==> src/rtl/alu_pkg.sv <==
// ALU shared definitions: FSM states, opcode map
// and the status flag bundle.
package alu_pkg;

    typedef enum logic [1:0] {
        ST_IDLE = 2'd0,
        ST_EXEC = 2'd1,
        ST_DONE = 2'd2
    } state_t;

    localparam logic [4:0] OP_ADD  = 5'h00;
    localparam logic [4:0] OP_ADC  = 5'h01;
    localparam logic [4:0] OP_SUB  = 5'h02;
    localparam logic [4:0] OP_SBB  = 5'h03;
    localparam logic [4:0] OP_INC  = 5'h04;
    localparam logic [4:0] OP_DEC  = 5'h05;
    localparam logic [4:0] OP_NEG  = 5'h06;
    localparam logic [4:0] OP_CMP  = 5'h07;
    localparam logic [4:0] OP_AND  = 5'h08;
    localparam logic [4:0] OP_OR   = 5'h09;
    localparam logic [4:0] OP_XOR  = 5'h0A;
    localparam logic [4:0] OP_NAND = 5'h0B;
    localparam logic [4:0] OP_NOR  = 5'h0C;
    localparam logic [4:0] OP_XNOR = 5'h0D;
    localparam logic [4:0] OP_NOT  = 5'h0E;
    localparam logic [4:0] OP_PASA = 5'h0F;
    localparam logic [4:0] OP_PASB = 5'h10;
    localparam logic [4:0] OP_SHL  = 5'h11;
    localparam logic [4:0] OP_SHR  = 5'h12;
    localparam logic [4:0] OP_ASR  = 5'h13;
    localparam logic [4:0] OP_ROL  = 5'h14;
    localparam logic [4:0] OP_ROR  = 5'h15;
    localparam logic [4:0] OP_RCL  = 5'h16;
    localparam logic [4:0] OP_RCR  = 5'h17;
    localparam logic [4:0] OP_MUL  = 5'h18;
    localparam logic [4:0] OP_MULH = 5'h19;

    typedef struct packed {
        logic carry;
        logic borrow;
        logic zero;
        logic neg;
        logic ovf;
    } flags_t;

endpackage

==> src/rtl/alu_if.sv <==
// ALU request/result bundle; the requester drives
// operands and the start strobe, the ALU returns results.
interface alu_if;
    logic [4:0] opcode;
    logic [7:0] operand_A;
    logic [7:0] operand_B;
    logic       enable;
    logic       input_ready;
    logic       carry_in;
    logic       borrow_in;
    logic [7:0] result_out;
    logic       carry_out;
    logic       borrow_out;
    logic       zero;
    logic       negative;
    logic       overflow;
    logic       result_ready;

    modport master (
        output opcode, operand_A, operand_B,
        output enable, input_ready,
        output carry_in, borrow_in,
        input  result_out, carry_out, borrow_out,
        input  zero, negative, overflow, result_ready
    );

    modport slave (
        input  opcode, operand_A, operand_B,
        input  enable, input_ready,
        input  carry_in, borrow_in,
        output result_out, carry_out, borrow_out,
        output zero, negative, overflow, result_ready
    );
endinterface

==> src/rtl/alu_core.sv <==
// Combinational ALU datapath: result and status
// flags for one latched operation.
module alu_core
    import alu_pkg::*;
(
    input  logic [4:0] op_i,
    input  logic [7:0] a_i,
    input  logic [7:0] b_i,
    input  logic       cin_i,
    input  logic       bin_i,
    output logic [7:0] res_o,
    output flags_t     flags_o
);

    logic [15:0] prod;
    logic [8:0]  add9;
    logic [8:0]  sub9;
    logic [7:0]  addend;
    logic [7:0]  minu;
    logic [7:0]  subt;
    logic [7:0]  fval;
    logic        add_cin;
    logic        sub_bin;
    logic        is_add;
    logic        is_sub;
    logic        is_cmp;
    logic [7:0]  res;
    logic        carry;
    logic        borrow;
    logic        ovf;

    assign prod = {8'h00, a_i} * {8'h00, b_i};
    assign add9 = {1'b0, a_i} + {1'b0, addend}
                + {8'h00, add_cin};
    assign sub9 = {1'b0, minu} - {1'b0, subt}
                - {8'h00, sub_bin};

    // Decode opcode into operand routing and result
    always_comb begin
        addend  = b_i;
        add_cin = 1'b0;
        minu    = a_i;
        subt    = b_i;
        sub_bin = 1'b0;
        is_add  = 1'b0;
        is_sub  = 1'b0;
        is_cmp  = 1'b0;
        res     = 8'h00;
        carry   = 1'b0;
        borrow  = 1'b0;
        ovf     = 1'b0;
        case (op_i)
            OP_ADD:  is_add = 1'b1;
            OP_ADC: begin
                is_add  = 1'b1;
                add_cin = cin_i;
            end
            OP_INC: begin
                is_add = 1'b1;
                addend = 8'h01;
            end
            OP_SUB:  is_sub = 1'b1;
            OP_SBB: begin
                is_sub  = 1'b1;
                sub_bin = bin_i;
            end
            OP_DEC: begin
                is_sub = 1'b1;
                subt   = 8'h01;
            end
            OP_NEG: begin
                is_sub = 1'b1;
                minu   = 8'h00;
                subt   = a_i;
            end
            OP_CMP: begin
                is_sub = 1'b1;
                is_cmp = 1'b1;
            end
            OP_AND:  res = a_i & b_i;
            OP_OR:   res = a_i | b_i;
            OP_XOR:  res = a_i ^ b_i;
            OP_NAND: res = ~(a_i & b_i);
            OP_NOR:  res = ~(a_i | b_i);
            OP_XNOR: res = ~(a_i ^ b_i);
            OP_NOT:  res = ~a_i;
            OP_PASA: res = a_i;
            OP_PASB: res = b_i;
            OP_SHL: begin
                res   = {a_i[6:0], 1'b0};
                carry = a_i[7];
            end
            OP_SHR: begin
                res   = {1'b0, a_i[7:1]};
                carry = a_i[0];
            end
            OP_ASR: begin
                res   = {a_i[7], a_i[7:1]};
                carry = a_i[0];
            end
            OP_ROL: begin
                res   = {a_i[6:0], a_i[7]};
                carry = a_i[7];
            end
            OP_ROR: begin
                res   = {a_i[0], a_i[7:1]};
                carry = a_i[0];
            end
            OP_RCL: begin
                res   = {a_i[6:0], cin_i};
                carry = a_i[7];
            end
            OP_RCR: begin
                res   = {cin_i, a_i[7:1]};
                carry = a_i[0];
            end
            OP_MUL: begin
                res   = prod[7:0];
                carry = |prod[15:8];
            end
            OP_MULH: begin
                res   = prod[15:8];
                carry = |prod[15:8];
            end
            default: res = 8'h00;
        endcase
        if (is_add) begin
            res   = add9[7:0];
            carry = add9[8];
            ovf   = (a_i[7] == addend[7])
                 && (add9[7] != a_i[7]);
        end
        if (is_sub) begin
            res    = is_cmp ? a_i : sub9[7:0];
            borrow = sub9[8];
            ovf    = (minu[7] != subt[7])
                  && (sub9[7] != minu[7]);
        end
    end

    // CMP reports zero/negative of A-B, not of its result
    assign fval = is_cmp ? sub9[7:0] : res;

    assign res_o          = res;
    assign flags_o.carry  = carry;
    assign flags_o.borrow = borrow;
    assign flags_o.zero   = (fval == 8'h00);
    assign flags_o.neg    = fval[7];
    assign flags_o.ovf    = ovf;

endmodule

==> src/rtl/alu.sv <==
// ALU top: start edge detect, IDLE/EXEC/DONE
// sequencing and registered result/flags.
module alu
    import alu_pkg::*;
(
    input  logic clk,
    input  logic rst,
    alu_if.slave bus
);

    state_t     state_q;
    logic       ir_q;
    logic       arm_q;
    logic [4:0] op_q;
    logic [7:0] a_q;
    logic [7:0] b_q;
    logic       cin_q;
    logic       bin_q;
    logic [7:0] res_q;
    flags_t     flags_q;
    logic       rdy_q;
    logic [7:0] res_d;
    flags_t     flags_d;
    logic       start;

    // arm_q blocks a level that was already high
    // when reset released from counting as a rise
    assign start = (state_q != ST_EXEC)
                && bus.enable
                && bus.input_ready
                && !ir_q
                && arm_q;

    alu_core u_core (
        .op_i    (op_q),
        .a_i     (a_q),
        .b_i     (b_q),
        .cin_i   (cin_q),
        .bin_i   (bin_q),
        .res_o   (res_d),
        .flags_o (flags_d)
    );

    // Sequence one operation per accepted start edge
    always_ff @(posedge clk or negedge rst) begin
        if (!rst) begin
            state_q <= ST_IDLE;
            ir_q    <= 1'b0;
            arm_q   <= 1'b0;
            op_q    <= 5'h00;
            a_q     <= 8'h00;
            b_q     <= 8'h00;
            cin_q   <= 1'b0;
            bin_q   <= 1'b0;
            res_q   <= 8'h00;
            flags_q <= '0;
            rdy_q   <= 1'b0;
        end else begin
            ir_q <= bus.input_ready;
            if (!bus.input_ready) begin
                arm_q <= 1'b1;
            end
            case (state_q)
                ST_IDLE, ST_DONE: begin
                    if (start) begin
                        op_q    <= bus.opcode;
                        a_q     <= bus.operand_A;
                        b_q     <= bus.operand_B;
                        cin_q   <= bus.carry_in;
                        bin_q   <= bus.borrow_in;
                        rdy_q   <= 1'b0;
                        state_q <= ST_EXEC;
                    end
                end
                ST_EXEC: begin
                    res_q   <= res_d;
                    flags_q <= flags_d;
                    rdy_q   <= 1'b1;
                    state_q <= ST_DONE;
                end
                default: state_q <= ST_IDLE;
            endcase
        end
    end

    assign bus.result_out   = res_q;
    assign bus.carry_out    = flags_q.carry;
    assign bus.borrow_out   = flags_q.borrow;
    assign bus.zero         = flags_q.zero;
    assign bus.negative     = flags_q.neg;
    assign bus.overflow     = flags_q.ovf;
    assign bus.result_ready = rdy_q;

endmodule

==> src/flat_wrapper.sv <==
// flat-port wrapper written by rule: the top's interface ports become plain ports
module alu_flat import alu_pkg::*;
  (clk, rst, bus_opcode, bus_operand_A, bus_operand_B, bus_enable, bus_input_ready, bus_carry_in, bus_borrow_in, bus_result_out, bus_carry_out, bus_borrow_out, bus_zero, bus_negative, bus_overflow, bus_result_ready);
  alu_if bus_i ();
  input  logic clk;
  input  logic rst;
  input wire logic [$bits(bus_i.opcode)-1:0] bus_opcode;
  input wire logic [$bits(bus_i.operand_A)-1:0] bus_operand_A;
  input wire logic [$bits(bus_i.operand_B)-1:0] bus_operand_B;
  input wire logic [$bits(bus_i.enable)-1:0] bus_enable;
  input wire logic [$bits(bus_i.input_ready)-1:0] bus_input_ready;
  input wire logic [$bits(bus_i.carry_in)-1:0] bus_carry_in;
  input wire logic [$bits(bus_i.borrow_in)-1:0] bus_borrow_in;
  output wire logic [$bits(bus_i.result_out)-1:0] bus_result_out;
  output wire logic [$bits(bus_i.carry_out)-1:0] bus_carry_out;
  output wire logic [$bits(bus_i.borrow_out)-1:0] bus_borrow_out;
  output wire logic [$bits(bus_i.zero)-1:0] bus_zero;
  output wire logic [$bits(bus_i.negative)-1:0] bus_negative;
  output wire logic [$bits(bus_i.overflow)-1:0] bus_overflow;
  output wire logic [$bits(bus_i.result_ready)-1:0] bus_result_ready;
  assign bus_i.opcode = bus_opcode;
  assign bus_i.operand_A = bus_operand_A;
  assign bus_i.operand_B = bus_operand_B;
  assign bus_i.enable = bus_enable;
  assign bus_i.input_ready = bus_input_ready;
  assign bus_i.carry_in = bus_carry_in;
  assign bus_i.borrow_in = bus_borrow_in;
  assign bus_result_out = bus_i.result_out;
  assign bus_carry_out = bus_i.carry_out;
  assign bus_borrow_out = bus_i.borrow_out;
  assign bus_zero = bus_i.zero;
  assign bus_negative = bus_i.negative;
  assign bus_overflow = bus_i.overflow;
  assign bus_result_ready = bus_i.result_ready;
  alu u_core (.clk(clk), .rst(rst), .bus(bus_i));
endmodule
==> config.mk <==
export PLATFORM = sky130hd
export DESIGN_NAME = alu_flat
export DESIGN_NICKNAME = d
export VERILOG_FILES = /design/src/rtl/alu_pkg.sv /design/src/rtl/alu_if.sv /design/src/rtl/alu_core.sv /design/src/rtl/alu.sv /design/src/flat_wrapper.sv
export SDC_FILE = /design/constraint.sdc
export NUM_CORES = 1
export LEC_CHECK = 0
export ABC_CLOCK_PERIOD_IN_PS = 7300
export BUFFER_PORTS_ARGS = -buffer_cell sky130_fd_sc_hd__buf_2
export CAP_MARGIN = 40
export CORE_ASPECT_RATIO = 0.7
export CORE_MARGIN = 2
export CORE_UTILIZATION = 55
export CTS_CLUSTER_DIAMETER = 40
export DETAILED_ROUTE_END_ITERATION = 16
export PLACE_DENSITY = 0.73
export SYNTH_ARGS = -nofsm -noshare
export SYNTH_HDL_FRONTEND = slang
export SYNTH_HIERARCHICAL = 1
export SYNTH_SLANG_ARGS = --single-unit
==> constraint.sdc <==
create_clock -name clk -period 7.3 [get_ports clk]
set_clock_uncertainty 0.15 [all_clocks]
set_input_delay 0.365 -clock clk [delete_from_list [all_inputs] [get_ports clk]]
set_output_delay 0.365 -clock clk [all_outputs]
set_load 0.03 [all_outputs]
==> results_dict.tcl <==
set metrics [dict create \
    gpl.final_weighted_congestion 1.04 \
    synthTopCellsByArea "dfrtp_1, ha_1, fa_1, mux2_2, nor2_1" \
    syn_area_per_cell_sq_um 8.66 \
    antenna_left 0 \
    port-buffer-count 40 \
    drt_drc_violations_left 0 \
    floorplan.die.width_microns 130 \
    placeableCoreArea_sq_um 10900 \
    final-max-slew-violation-count 0 \
    final_layout_size_suffix_gt1_frac 0.157 \
    syn_nets 846 \
    post_synth_num_cell_types 78 \
    grt_max_degree 34 \
    synthMuxAreaShare 0.0950 \
    leak_pwr_nw 3.14 \
    maxCapViolCount 0 \
    status "finished clean" \
    wire_per_inst_microns 24.2 \
    flow.area_growth_from_synthesis_pct 7.22 \
    timing.fmax_mhz 154 \
    routed_wl_microns 21600 \
    dp_worst_setup_slack_ns 1.06 \
    num_vias 5695 \
    cts-htree-levels 2 \
    setup.worst_path.class "reg2reg" \
    root_buffer "clkbuf_16" \
    synthCells 708 \
    yosysTopAreaCell "dfrtp_1" \
    globalRouteOverflowTotal 0 \
    placedCellCount 881 \
    synthMostInstantiatedCell "nor2_1" \
    pwrdens_nw_per_um2 534 \
    cts_sinks 41 \
    globalRouteTotalUtil 0.372 \
    detail_route.first_pass.iterations 5 \
    hp-class "in2reg" \
    fillCellCount 968 \
    synth_compound_gate_area_share 0.163 \
    post_synth_most_frequent_cells "nor2_1, inv_1, ha_1, nand2_1, dfrtp_1" \
    cp-end-kind "register" \
    setup_viol_count_final 0 \
    start_util 0.561 \
    startpoint "u_core/a_q[0]" \
    clock_tree_from_tritoncts "built" \
    timing_hold_violations_final 0 \
    post_synthesis_simple_gate_area_fraction 0.166 \
    hold_path.startpoint "bus_input_ready" \
    r2r-start "u_core/a_q[0]" \
    critical_path_peak_fanout 10 \
    first_global_vias 5543 \
    synth_top_family_by_area "adder cells" \
    most_frequently_used_flop_master_after_synthesis "dfrtp_1" \
    grt_first_pass_wirelength_microns 32800 \
    timing.critical_path.required_ns 7.38 \
    design.portCount 41 \
    tritoncts.num_buffers 5 \
    clock_tree.buffer_depth 2 \
    grt_antenna_before_repair 0 \
    synth.yosys.seq_area_share 0.167 \
    yosys_register_bits 41 \
    synth_async_sr_flop_share 1.00 \
    timing.max_slew.rel_slack 0.437 \
    grt_setup_unrepaired "no" \
    antenna_cells 0 \
    critPathLaunchType "register" \
    num-nets-final 874 \
    initialDrtViolationCount 739 \
    synth_warnings 6 \
    worst-endpoint-arrival_ns 6.57 \
    detailed_place_hpwl_microns 16800 \
    detail_route.vias_per_cell 6.40 \
    power.ir.vdd_worst_v 0.000339 \
    synth_xor_xnor_area_share 0.0414 \
    die-height_microns 92.4 \
    final_total_negative_setup_slack_ns 0 \
    post-route-period-util 0.889 \
    min_period_ns 6.49 \
    final_worst_slack_ns 0.813 \
    yosys.area.top_type_share 0.167 \
    std_cell_rows 32 \
    syn_area_sq_um 6130 \
    finish.cell_count_without_fillers 890 \
    worst_skew_pair.late_latency_ns 0.29 \
    worst_slew_pin_slew_ns 0.845 \
    count_of_flip_flops_with_a_built_in_enable_after_synthesis 0 \
    fp.dieArea_sq_um 12000 \
    cts_resized 0 \
    yosys.area_share.adder 0.275 \
    clkTransAtPathRegs_ns 0.06 \
]
==> registers in the layout, summed over array words and instances (netlist names), 2 cells and up <==
| signal | count |
|---|---|
| u_core/bus.result_out | 8 |
| u_core/b_q | 8 |
| u_core/op_q | 5 |
| u_core/a_q | 8 |
| u_core/state_q | 2 |
==> where the power goes <==
| group | internal, mW | switching, mW | total, mW | leakage, nW |
|---|---|---|---|---|
| logic | 1.08 | 1.77 | 2.85 | 2.56 |
| clock network | 0.162 | 0.0925 | 0.255 | 0.0810 |
| registers | 0.288 | 0.119 | 0.407 | 0.497 |
==> per-layer routing <==
layer	track usage	share of wire	vias up
li1	-	-	2497
met1	0.549	0.44	2773
met2	0.496	0.40	365
met3	0.129	0.14	60
met4	0.133	0.034	0
met5	0	0	-
==> logic make-up (layout without fill, tap and decap cells) <==
group | after synthesis | in the layout
compound gates | 145 | 145
xor+xnor | 29 | 29
fa+ha+maj | 111 | 111
buf+inv | 122 | 151
flops | 41 | 41
mux | 53 | 53
simple gates | 207 | 207
==> placed cells by master, fill, tap and decap left out, types with 14 or more instances in the layout <==
cell and instances:
a21oi_1 35, mux2_2 37, ha_1 71, nor2_1 84, dfrtp_1 41, mux2i_1 14
inv_1 80, buf_2 40, fa_1 40, nand2_1 48, o21ai_0 30, xnor2_1 19
==> per-stage QoR <==
step           power [mW]  hold slack [ns]  utilization  cell area (sq um)
3_3_place_gp         3.05            0.324        0.584               6380
5_1_grt              3.77           0.0824        0.602               6580
3_5_place_dp         3.13            0.108        0.586               6400
2_1_floorplan        2.35          -0.0806            -               6130
4_1_cts              3.41           0.0856        0.602               6580
6_report             3.51           0.0877        0.602               6580
==> worst paths after layout <==
kind                                             to  slack, ns  cells after the start
setup / recovery                    u_core/bus.zero       0.81                     20
max in group asynchronous             u_core/b_q[3]       6.19                      3
hold / removal                          u_core/ir_q       0.09                      1
hold reg to reg             u_core/bus.result_ready       0.35                      2
min in group asynchronous  u_core/bus.result_out[2]       0.35                      2
setup reg to reg                    u_core/bus.zero       0.81                     20
==> layout make-up <==
cell class | count | area, sq um | share of cell area
clock buffers | 6 | 129 | 0.0196
well taps | 153 | 191 | 0.0291
multi-input cells | 545 | 4540 | 0.691
flip-flops and latches | 41 | 1030 | 0.156
inverters | 91 | 344 | 0.0523
repair buffers | 52 | 305 | 0.0464
clock inverters | 2 | 38.8 | 0.00590
==> repair_timing <==
action                    in CTS  in global routing
hold endpoints to repair       9                  0
buffers inserted               0                  0
hold buffers                   1                  0
==> critical path, cell delays in order (launching register included) <==
cell and delay [ns]:
dfrtp_1 0.71, clkinv_1 0.57, nor2_1 0.23, ha_1 0.17
inv_1 0.05, fa_1 0.50, inv_1 0.05, fa_1 0.48
inv_1 0.06, fa_1 0.48, inv_1 0.06, ha_1 0.33
inv_1 0.10, nor4_1 0.48, o21ai_0 0.27, o21ai_0 0.31
mux2i_1 0.33, o211ai_1 0.17, or4_1 0.56, a211oi_2 0.19
mux2_2 0.17
Note: power is estimated with default switching activity, not from simulation.
